--- src/rtl/hazard_ctrl.sv ---
// Pipeline hazard control: turns memory wait states, multi-cycle MDU
// occupancy, taken branches and load-use hazards into en/clear actions for
// the PC and the four pipeline registers. It also keeps saturating counters
// of stall cycles and branch flushes.
module hazard_ctrl #(
    parameter int MDU_LAT = 4,
    parameter int CNT_W   = 32
) (
    input  logic             clk,
    input  logic             rst,
    input  logic [4:0]       id_rs1,
    input  logic [4:0]       id_rs2,
    input  logic             id_use_rs1,
    input  logic             id_use_rs2,
    input  logic [4:0]       ex_rd,
    input  logic             ex_mem_read,
    input  logic             ex_branch_tkn,
    input  logic             ex_mdu_op,
    input  logic             mem_req,
    input  logic             mem_ready,
    output logic             pc_en,
    output logic             if_id_en,
    output logic             if_id_clear,
    output logic             id_ex_en,
    output logic             id_ex_clear,
    output logic             ex_mem_en,
    output logic             ex_mem_clear,
    output logic             mem_wb_en,
    output logic             mem_wb_clear,
    output logic             mdu_last,
    output logic [CNT_W-1:0] stall_cnt,
    output logic [CNT_W-1:0] flush_cnt
);

    localparam int MC_W = $clog2(MDU_LAT + 1);
    // The RUN cycle that sees ex_mdu_op is the first of MDU_LAT cycles and
    // the cycle with mdu_cnt=0 is the last, so the counter loads MDU_LAT-2.
    localparam logic [MC_W-1:0] MDU_LOAD = MC_W'(MDU_LAT - 2);

    typedef enum logic {RUN, MDU_BUSY} state_t;

    state_t            state_reg, state_next;
    logic [MC_W-1:0]   mdu_cnt_reg, mdu_cnt_next;
    logic              mem_wait;
    logic              mdu_active;
    logic              mdu_final;
    logic              load_use;
    logic [1:0]        cnt_inc;          // [0] stall, [1] flush
    logic [CNT_W-1:0]  perf_cnt_reg [2]; // [0] stall, [1] flush

    assign mem_wait   = mem_req && !mem_ready;
    assign mdu_active = ((state_reg == RUN) && ex_mdu_op) || (state_reg == MDU_BUSY);
    assign mdu_final  = (state_reg == MDU_BUSY) && (mdu_cnt_reg == '0);
    assign load_use   = ex_mem_read && (ex_rd != 5'd0) &&
                        ((id_use_rs1 && (id_rs1 == ex_rd)) ||
                         (id_use_rs2 && (id_rs2 == ex_rd)));

    // Prioritised control decode plus MDU occupancy next-state.
    always_comb begin
        pc_en        = 1'b1;
        if_id_en     = 1'b1;
        if_id_clear  = 1'b0;
        id_ex_en     = 1'b1;
        id_ex_clear  = 1'b0;
        ex_mem_en    = 1'b1;
        ex_mem_clear = 1'b0;
        mem_wb_en    = 1'b1;
        mem_wb_clear = 1'b0;
        mdu_last     = 1'b0;
        state_next   = state_reg;
        mdu_cnt_next = mdu_cnt_reg;
        cnt_inc      = 2'b00;

        if (rst) begin
            pc_en        = 1'b0;
            if_id_en     = 1'b0;
            if_id_clear  = 1'b1;
            id_ex_en     = 1'b0;
            id_ex_clear  = 1'b1;
            ex_mem_en    = 1'b0;
            ex_mem_clear = 1'b1;
            mem_wb_en    = 1'b0;
            mem_wb_clear = 1'b1;
        end else begin
            if (mem_wait) begin
                // Freeze everything up to MEM; WB gets a bubble. A pending
                // branch is picked up again once the freeze lifts.
                pc_en        = 1'b0;
                if_id_en     = 1'b0;
                id_ex_en     = 1'b0;
                ex_mem_en    = 1'b0;
                mem_wb_clear = 1'b1;
            end else if (mdu_active && !mdu_final) begin
                pc_en        = 1'b0;
                if_id_en     = 1'b0;
                id_ex_en     = 1'b0;
                ex_mem_clear = 1'b1;
            end else if (mdu_final) begin
                mdu_last = 1'b1;
            end else if (ex_branch_tkn) begin
                if_id_clear = 1'b1;
                id_ex_clear = 1'b1;
                cnt_inc[1]  = 1'b1;
            end else if (load_use) begin
                pc_en       = 1'b0;
                if_id_en    = 1'b0;
                id_ex_clear = 1'b1;
            end

            cnt_inc[0] = !pc_en;

            // A memory freeze also freezes MDU progress.
            if (!mem_wait) begin
                case (state_reg)
                    RUN: begin
                        if (ex_mdu_op) begin
                            state_next   = MDU_BUSY;
                            mdu_cnt_next = MDU_LOAD;
                        end
                    end
                    MDU_BUSY: begin
                        if (mdu_cnt_reg != '0) begin
                            mdu_cnt_next = mdu_cnt_reg - 1'b1;
                        end else begin
                            state_next = RUN;
                        end
                    end
                    default: state_next = RUN;
                endcase
            end
        end
    end

    // MDU FSM state register.
    always_ff @(posedge clk) begin
        if (rst) begin
            state_reg   <= RUN;
            mdu_cnt_reg <= '0;
        end else begin
            state_reg   <= state_next;
            mdu_cnt_reg <= mdu_cnt_next;
        end
    end

    genvar gi;
    generate
        for (gi = 0; gi < 2; gi++) begin : g_perf
            // Saturating performance counter: sticks at all-ones.
            always_ff @(posedge clk) begin
                if (rst) begin
                    perf_cnt_reg[gi] <= '0;
                end else if (cnt_inc[gi] && (perf_cnt_reg[gi] != '1)) begin
                    perf_cnt_reg[gi] <= perf_cnt_reg[gi] + CNT_W'(1);
                end
            end
        end
    endgenerate

    assign stall_cnt = perf_cnt_reg[0];
    assign flush_cnt = perf_cnt_reg[1];

    // An instruction cannot be both an MDU op and a taken branch.
    a_mdu_branch_excl: assert property (@(posedge clk) disable iff (rst)
        !(ex_mdu_op && ex_branch_tkn));

endmodule
--- config.mk ---
export PLATFORM = sky130hd
export DESIGN_NAME = hazard_ctrl
export DESIGN_NICKNAME = d
export VERILOG_FILES = /design/src/rtl/hazard_ctrl.sv
export SDC_FILE = /design/constraint.sdc
export NUM_CORES = 1
export LEC_CHECK = 0
export BUFFER_PORTS_ARGS = -buffer_cell sky130_fd_sc_hd__buf_2
export CAP_MARGIN = 20
export CORE_MARGIN = 2
export CORE_UTILIZATION = 45
export CTS_BUF_LIST = sky130_fd_sc_hd__clkbuf_16
export CTS_CLUSTER_DIAMETER = 150
export CTS_CLUSTER_SIZE = 12
export DETAILED_ROUTE_END_ITERATION = 10
export MAX_ROUTING_LAYER = met4
export PLACE_DENSITY = 0.69
export SLEW_MARGIN = 20
export SYNTH_ARGS = -nofsm -noshare
export SYNTH_HDL_FRONTEND = slang
export SYNTH_SLANG_ARGS = --single-unit
export TNS_END_PERCENT = 10
--- constraint.sdc ---
create_clock -name clk -period 5.4 [get_ports clk]
set_input_delay 0.27 -clock clk [delete_from_list [all_inputs] [get_ports clk]]
set_output_delay 0.27 -clock clk [all_outputs]
set_load 0.02 [all_outputs]
# After elaboration in Yosys (flattened, before gate mapping)
# Memories as Yosys holds them, arrays and structs flattened.
# Index checks and enable logic that the tools add are counted.
[word_totals] memories=1 ramBits=64 rom_bits=0 latch_bits=0 output_inout_bits=74 regBits=4
[op_classes] eq_ne=6 magnitude_cmp=0 div=0 addsub=3 muxes=51 bitwise_logic=4 n_mul=0 n_shift=0 reduce_logical=19
[mem_list] memory="perf_cnt_reg" words=2 word_bits=32 read_ports=2 rd_ports_with_merged_regs=0 wr=2 line_no="49" rtl="logic [CNT_W-1:0] perf_cnt_reg [2];"
[ops] op="adder 32 x 1 -> 32 bit, second input constant" count=2
[ops] op="two-way mux 32 bit" count=2
[ops] op="inequality test 32 bit, second input constant" count=2
[ops] op="two-way mux 1 bit" count=44
[ops] op="== test 5 bit" count=2
[ops] op="logical AND 1 bit" count=10
[ops] op="two-way mux 3 bit" count=2
[ops] op="case mux 3 bit (2 select lines)" count=1
[ops] op="nonzero test 5 bit" count=1
[ops] op="logical NOT 1 bit" count=3
[ops] op="logical NOT 3 bit" count=1
[ops] op="AND reduction 3 bit" count=1
[ops] op="nonzero test 3 bit" count=1
[ops] op="subtractor 3 x 1 -> 3 bit, second input constant" count=1
[ops] op="logical OR 1 bit" count=2
[ops] op="two-way mux 2 bit" count=1
[ops] op="inequality test 2 x 1 -> 1 bit, second input constant" count=1
[ops] op="inequality test 2 bit, second input constant" count=1
[ops] op="inverter 1 bit" count=2
[ops] op="bitwise OR 1 bit" count=2
[ops] op="case mux 1 bit (2 select lines)" count=1

# Logic depth before layout (Yosys ltp)
# Gate-level depths: netlist of the first run.
[logic_depth] depth_word=17 ltp_mapped=9

# Worst setup path after synthesis of the first run
# OpenSTA, ideal clock, no wires.
[synth_path] kind="register to register" start="memory perf_cnt_reg[1][19]" end="memory perf_cnt_reg[1][0], enable pin" setup_ns=0.466 slack_ns=1.268 t_required_ns=4.934 arrival_ns=3.666 synth_period_minus_slack_ns=4.132 path_stages_with_launch=7 cell_sequence="edfxtp_1 and3_4 and3_1 buf_2 and3_4 and3_1 o21ai_0"
[synth_rtl] element="from (decl)" line_no="49"

==> out/qor_table.md, run 1 <==
| Parameter | This run | Unit |
|:---|:---|:---|
| Wire length of the first global-routing pass | 15.1 | mm |
| Start of the worst register-to-register path | perf_cnt_reg[0][0] | - |
| Max-Cap Viols | 0 | - |
| Worst supply voltage drop on vdd | 0.186 | mV |
| Vias in the first global route | 3146 | - |
| Critical-path cell with the highest stage delay | nor3b_4 | - |
| Lkg Pwr | 1.86 | nW |
| Placement row count | 34 | - |
| CP Data Required Time | 5.44 | ns |
| Final hold violations | 0 | - |
| Instance area at placement | 4540 | um2 |
| First-pass DRT Iterations | 5 | - |
| Antenna violations before repair | 0 | - |
| Worst path bufs/invs | 2 | - |
| Most frequent cell on the critical path | buf_4 | - |
| Core region area | 8680 | um2 |
| Setup repair after global routing missed its margin | no | - |
| Number of nets in the synthesized netlist | 411 | - |
| Worst relative slew slack | 35.7 | % |
| Yosys top cell area share | 48.0 | % |
| Cell area after technology mapping | 4000 | um2 |
| Routability Congestion | 0.890 | - |
| Final number of setup-violating endpoints | 0 | - |
| CP cell instances | ha_1 > nand3_1 > or2_0 > nor3_2 > nor3b_4 > buf_4 > a21oi_2 > buf_4 | - |
| Async SR Flop Fraction | 0 | % |
| Highest Clock Rate | 348 | MHz |
| Detail Route Antenna Nets | 0 | - |
| Number of buffers added by the clock tree synthesis step | 9 | - |
| Post-CTS setup buffer count | 0 | - |
| Synth cell types | 42 | - |
| Crit Path Class | reg2reg | - |
| Most area-consuming cells after synthesis | edfxtp_1 (48%), xor2_1 (8.3%), xnor2_1 (6.8%) | - |
| Worst-margin pin slew | 0.957 | ns |
| Count of cells along the worst hold path | 2 | - |
| Leading post-synthesis cells by instance count | edfxtp_1 (64), nor2_1 (39), xor2_1 (38) | - |
| DIE AREA | 9660 | um2 |
| CTS tree | built | - |
| Maximum number of pins on one net before global-route repair | 33 | - |
| Max Root-Sink Buffers | 2 | - |
| Total design power | 1.44 | mW |
| Kind of start point of the critical path | register | - |
| Crit-path max cell delay | 0.48 | ns |
| Worst path top cell family by delay | simple AND/OR/NAND/NOR gates | - |
| Final routed wirelength across all metal layers | 8.87 | mm |
| Cell count of the worst reg-to-reg path | 8 | - |
| Number of diodes | 0 | - |
| Main synth FF type | edfxtp_1 | - |
| Dominant cell by count in the synthesized netlist | edfxtp_1 | - |
| Number of warnings issued by yosys | 0 | - |
| Top-level port count | 98 | - |
| Crit share post-route | 53.2 | % |
| Initial core utilization | 46.1 | % |
| Count of unresolved DRC violations after routing | 0 | - |
| Number of pins with negative max-slew slack in the final report | 0 | - |
| Total Routing Usage GR | 19.8 | % |
| HP Start | rst | - |
| Power Dens Cells | 299 | nW/um2 |
| Nature of the critical path endpoint | register | - |
| Global-route congestion overflow total | 0 | - |
| Clock Latency Late Sink | 0.33 | ns |
| Number of nets in the layout | 506 | - |
| Synth-to-layout area growth | 20.2 | % |
| Hold-fix buffers at CTS | 0 | - |
| Buffers added on ports | 97 | - |
| Finished Cell Area | 4810 | um2 |
| Largest area contributor in the synthesized netlist | edfxtp_1 | - |
| Syn_area_per_cell | 10.5 | um2 |
| Filler instances | 786 | - |
| Final total negative setup slack | 0 | ns |
| Max FFs per register | 64 | - |
| Proportion of synthesized chip area in sequential cells | 50.0 | % |
| Iter 0 DRT Violations | 147 | - |
| Overall die width | 98.3 | um |
| DR vias/cell | 5.47 | - |
| Final core utilization | 55.4 | % |
| Signal arrival time at the worst endpoint | 2.92 | ns |
| Register clock-pin slew on the reported worst setup and hold paths | 0.06 | ns |
| Clock Skews | 0.00623 | ns |
| Die span in y | 98.3 | um |
| Layout cells sized above 1 | 27.1 | % |
| Number of instances resized during post-cts repair | 0 | - |
| Avg WL per Cell | 15.0 | um |
| DR vias | 3230 | - |
| Count of flip-flops with a built-in enable after synthesis | 64 | - |
| Critical Path Source | perf_cnt_reg[0][0] | - |
| Hold crit path type | in2reg | - |
| Worst path depth | 8 | - |
| Maximum fanout encountered on the critical timing path | 32 | - |
| Number of sinks driven by the clock tree | 68 | - |
| Synthesized netlist cell count | 383 | - |
| Final critical-path required period | 2.87 | ns |
| Root cell of the clock tree | clkbuf_16 | - |
| Flip-flop and latch count after synthesis | 68 | - |
| Detailed-placement wirelength estimate | 6.22 | mm |
| Status | completed | - |
| H-tree level count | 3 | - |
## worst reg2reg max path, cell delays in order, from the launching register on
cell      delay [ns]
edfxtp_1        0.44
ha_1            0.26
nand3_1         0.11
or2_0           0.32
nor3_2          0.28
nor3b_4         0.48
buf_4           0.34
a21oi_2         0.08
buf_4           0.28
## worst paths after layout
| kind | endpoint | slack, ns |
|---|---|---|
| worst max-delay path | perf_cnt_reg[0][22] | 2.53 |
| worst min-delay path | mdu_cnt_reg[2] | 0.22 |
| worst max register to register | perf_cnt_reg[0][22] | 2.53 |
| worst min register to register | mdu_cnt_reg[1] | 0.46 |
## power by group
group / switching (mW) / leakage, nW / internal (mW)
Clock: 0.224 / 0.123 / 0.307
Combinational: 0.141 / 1.01 / 0.0811
Sequential: 0.0562 / 0.729 / 0.630
Total: 0.421 / 1.86 / 1.02
## per-stage QoR
stage	cells	worst slack (ns)	hold slack, ns
finish	591	2.53	0.224
global route	591	2.26	0.241
CTS	591	2.50	0.224
detailed placement	575	2.51	0.456
global placement	575	2.62	0.443
floorplan	383	1.27	0.432
## cell families after synthesis
logic type	count (synthesis)	share of synthesized area, %
xor gates and xnor gates	69	15.1
and+or+nand+nor	194	26.2
muxes	1	0.250
adders and majority gates	4	1.25
AOI/OAI and AO/OA	17	2.91
DFF	68	50.0
buffers and inverters	30	4.28
## final cells by class
cell class / count / area, um2 / share of cell area (%)
multi-input cells: 285 / 1840 / 38.2
clock buffers: 9 / 225 / 4.68
well taps: 108 / 135 / 2.81
flip-flops and latches: 68 / 2000 / 41.6
clock inverters: 7 / 43.8 / 0.910
inverters: 12 / 45.0 / 0.936
repair buffers: 102 / 523 / 10.9
## routing by layer
metal | share of wire (%) | vias to the layer above | global-route usage, % | wire (um)
met3 | 5.1 | 10 | 3.65 | 453
met5 | 0 | - | - | 0
met2 | 49 | 84 | 31.9 | 4340
met4 | 1.3 | 0 | 6.43 | 113
met1 | 45 | 1550 | 25.3 | 3960
li1 | - | 1586 | - | -
## cell usage in the layout (no fill, tap or decap), types with 2 or more instances in the layout
cell	instances
clkinvlp_4	3
and2_1	2
clkbuf_16	9
nor3_1	36
nor2_1	39
ha_1	4
buf_2	97
or3_1	2
edfxtp_1	64
clkinv_1	2
o21a_1	2
nand3_1	24
and3_1	14
nand2_1	24
nand4_1	23
xor2_1	38
a21oi_1	6
inv_1	12
and3_4	3
dfxtp_1	4
and4_1	7
nor4_1	7
xnor2_1	31
or2_2	3
buf_4	5
Note: power is estimated with default switching activity, not from simulation.
==> run 2: changes to the inputs <==
==> constraint.sdc (replaced) <==
create_clock -name clk -period 2.7 [get_ports clk]
set_input_delay 0.135 -clock clk [delete_from_list [all_inputs] [get_ports clk]]
set_output_delay 0.135 -clock clk [all_outputs]
set_load 0.02 [all_outputs]
==> run 2 against run 1 <==
Effect of this change:
- routed wire length is 2.7% higher
- count of clock-buffer cells in the layout is the same
- sequential power is 100% higher
- total power up 130%
- critical endpoint is now perf_cnt_reg[0][7]
==> out/qor_table.md, run 2 (synthesized netlist as in run 1, its figures left out) <==
| Parameter | This run | Unit |
|:---|:---|:---|
| Post-CTS setup buffer count | 0 | - |
| Maximum fanout encountered on the critical timing path | 21 | - |
| Number of diodes | 0 | - |
| Global-route congestion overflow total | 0 | - |
| Clock Latency Late Sink | 0.33 | ns |
| Hold-fix buffers at CTS | 0 | - |
| Switching power as a share of total power | 26.2 | % |
| Amount of wire on met2 after detailed routing | 4.61 | mm |
| Count of placed standard cells including taps | 582 | - |
| Worst-margin pin slew | 0.729 | ns |
| Avg WL per Cell | 15.2 | um |
| Status | completed | - |
| H-tree level count | 3 | - |
| CTS tree | built | - |
| DIE AREA | 9660 | um2 |
| Vias in the first global route | 3233 | - |
| Number of sinks driven by the clock tree | 68 | - |
| Setup Slack @ Placement | 0.263 | ns |
| Detailed-routing wirelength on met1 | 3.90 | mm |
| Max Root-Sink Buffers | 2 | - |
| Number of buffers added by the clock tree synthesis step | 9 | - |
| Nature of the critical path endpoint | register | - |
| Crit share post-route | 89.4 | % |
| Hold Worst Slack | 0.0847 | ns |
| Highest Clock Rate | 414 | MHz |
| Hold crit path type | in2reg | - |
| Part of the power in combinational logic | 13.6 | % |
| Number of instances resized during post-cts repair | 0 | - |
| Top routing layer in use | met4 | - |
| Final number of setup-violating endpoints | 0 | - |
| Layout cells sized above 1 | 28.6 | % |
| DR vias/cell | 5.45 | - |
| First-pass DRT Iterations | 4 | - |
| Total Routing Usage GR | 19.7 | % |
| Worst supply voltage drop on vdd | 0.503 | mV |
| Worst relative slew slack | 51.4 | % |
| CP Data Required Time | 2.74 | ns |
| Overall die width | 98.3 | um |
| Max FFs per register | 64 | - |
| DR vias | 3262 | - |
| Iter 0 DRT Violations | 117 | - |
| Part of the total power dissipated in sequential elements | 41.7 | % |
| Finished Cell Area | 4990 | um2 |
| Maximum number of pins on one net before global-route repair | 33 | - |
| Crit-path max cell delay | 0.57 | ns |
| Total internal power | 2.43 | mW |
| Detail Route Antenna Nets | 0 | - |
| CP cell instances | ha_1 > nand3_1 > or2_0 > nor3_2 > nor3b_4 > a21oi_2 > buf_12 | - |
| Final critical-path required period | 2.41 | ns |
| Top-level port count | 98 | - |
| Final hold violations | 0 | - |
| Total design power | 3.29 | mW |
| Initial core utilization | 46.1 | % |
| Filler instances | 774 | - |
| Clock Skews | 0.00400 | ns |
| Instance area at placement | 4620 | um2 |
| Power Dens Cells | 660 | nW/um2 |
| Number of nets in the layout | 513 | - |
| Power spent charging and discharging nets | 864 | uW |
| Clock share of power | 44.7 | % |
| Signal arrival time at the worst endpoint | 2.45 | ns |
| Lkg Pwr | 1.96 | nW |
| Final routed wirelength across all metal layers | 9.10 | mm |
| Critical-path cell with the highest stage delay | a21oi_2 | - |
| Antenna violations before repair | 0 | - |
| Core region area | 8680 | um2 |
| Count of non-filler cells in the finished layout | 598 | - |
| Wire length of the first global-routing pass | 14.9 | mm |
| Number of pins with negative max-slew slack in the final report | 0 | - |
| Final core utilization | 57.5 | % |
| Met3 wire length | 445 | um |
| Register clock-pin slew on the reported worst setup and hold paths | 0.06 | ns |
| Worst path top cell family by delay | compound AO/OA/AOI/OAI gates | - |
| Kind of start point of the critical path | register | - |
| Setup repair after global routing missed its margin | no | - |
| Crit Path Class | reg2reg | - |
| Detailed-placement wirelength estimate | 6.32 | mm |
| Worst path bufs/invs | 1 | - |
| Max-Cap Viols | 0 | - |
| Routability Congestion | 0.863 | - |
| Root cell of the clock tree | clkbuf_16 | - |
| Buffers added on ports | 97 | - |
| Die span in y | 98.3 | um |
| Count of unresolved DRC violations after routing | 0 | - |
| Commonest non-fill, non-tap cells in the layout | buf_2 (97), edfxtp_1 (64), nor2_1 (39) | - |
| Post-route setup slack | 0.285 | ns |
| Placement row count | 34 | - |
| Most common library cell in the layout ignoring fill and taps | buf_2 | - |
| Final total negative setup slack | 0 | ns |
| Synth-to-layout area growth | 24.7 | % |
[run 2: per-layer routing]
metal / track usage (%) / vias to the layer above
met4: 7.69 / 0
li1: - / 1591
met3: 3.72 / 16
met5: - / -
met2: 33.2 / 86
met1: 23.3 / 1569
[run 2: area by class of cell]
class,count,area [um2],share of cell area (%)
Clock buffer,9,225,4.51
Clock inverter,7,146,2.93
Inverter,12,45.0,0.902
Multi-Input combinational cell,285,1840,36.8
Sequential cell,68,2000,40.1
Tap cell,108,135,2.71
Timing Repair Buffer,109,601,12.0
[run 2: final timing paths]
check,startpoint,to,slack [ns],cells after the start
worst max-delay path,perf_cnt_reg[0][0],perf_cnt_reg[0][7],0.29,7
worst min-delay path,rst,mdu_cnt_reg[0],0.08,2
worst max register to register,perf_cnt_reg[0][0],perf_cnt_reg[0][7],0.29,7
worst min register to register,mdu_cnt_reg[0],mdu_cnt_reg[0],0.46,2
[run 2: power groups by stage]
| stage | combinational, mW | clock (mW) | sequential, mW |
|---|---|---|---|
| floorplan | 0.196 | 0 | 1.47 |
| global placement | 0.447 | 0 | 1.39 |
| detailed placement | 0.451 | 0 | 1.39 |
| CTS | 0.454 | 1.49 | 1.37 |
| global route | 0.490 | 1.54 | 1.39 |
| finish | 0.449 | 1.47 | 1.37 |
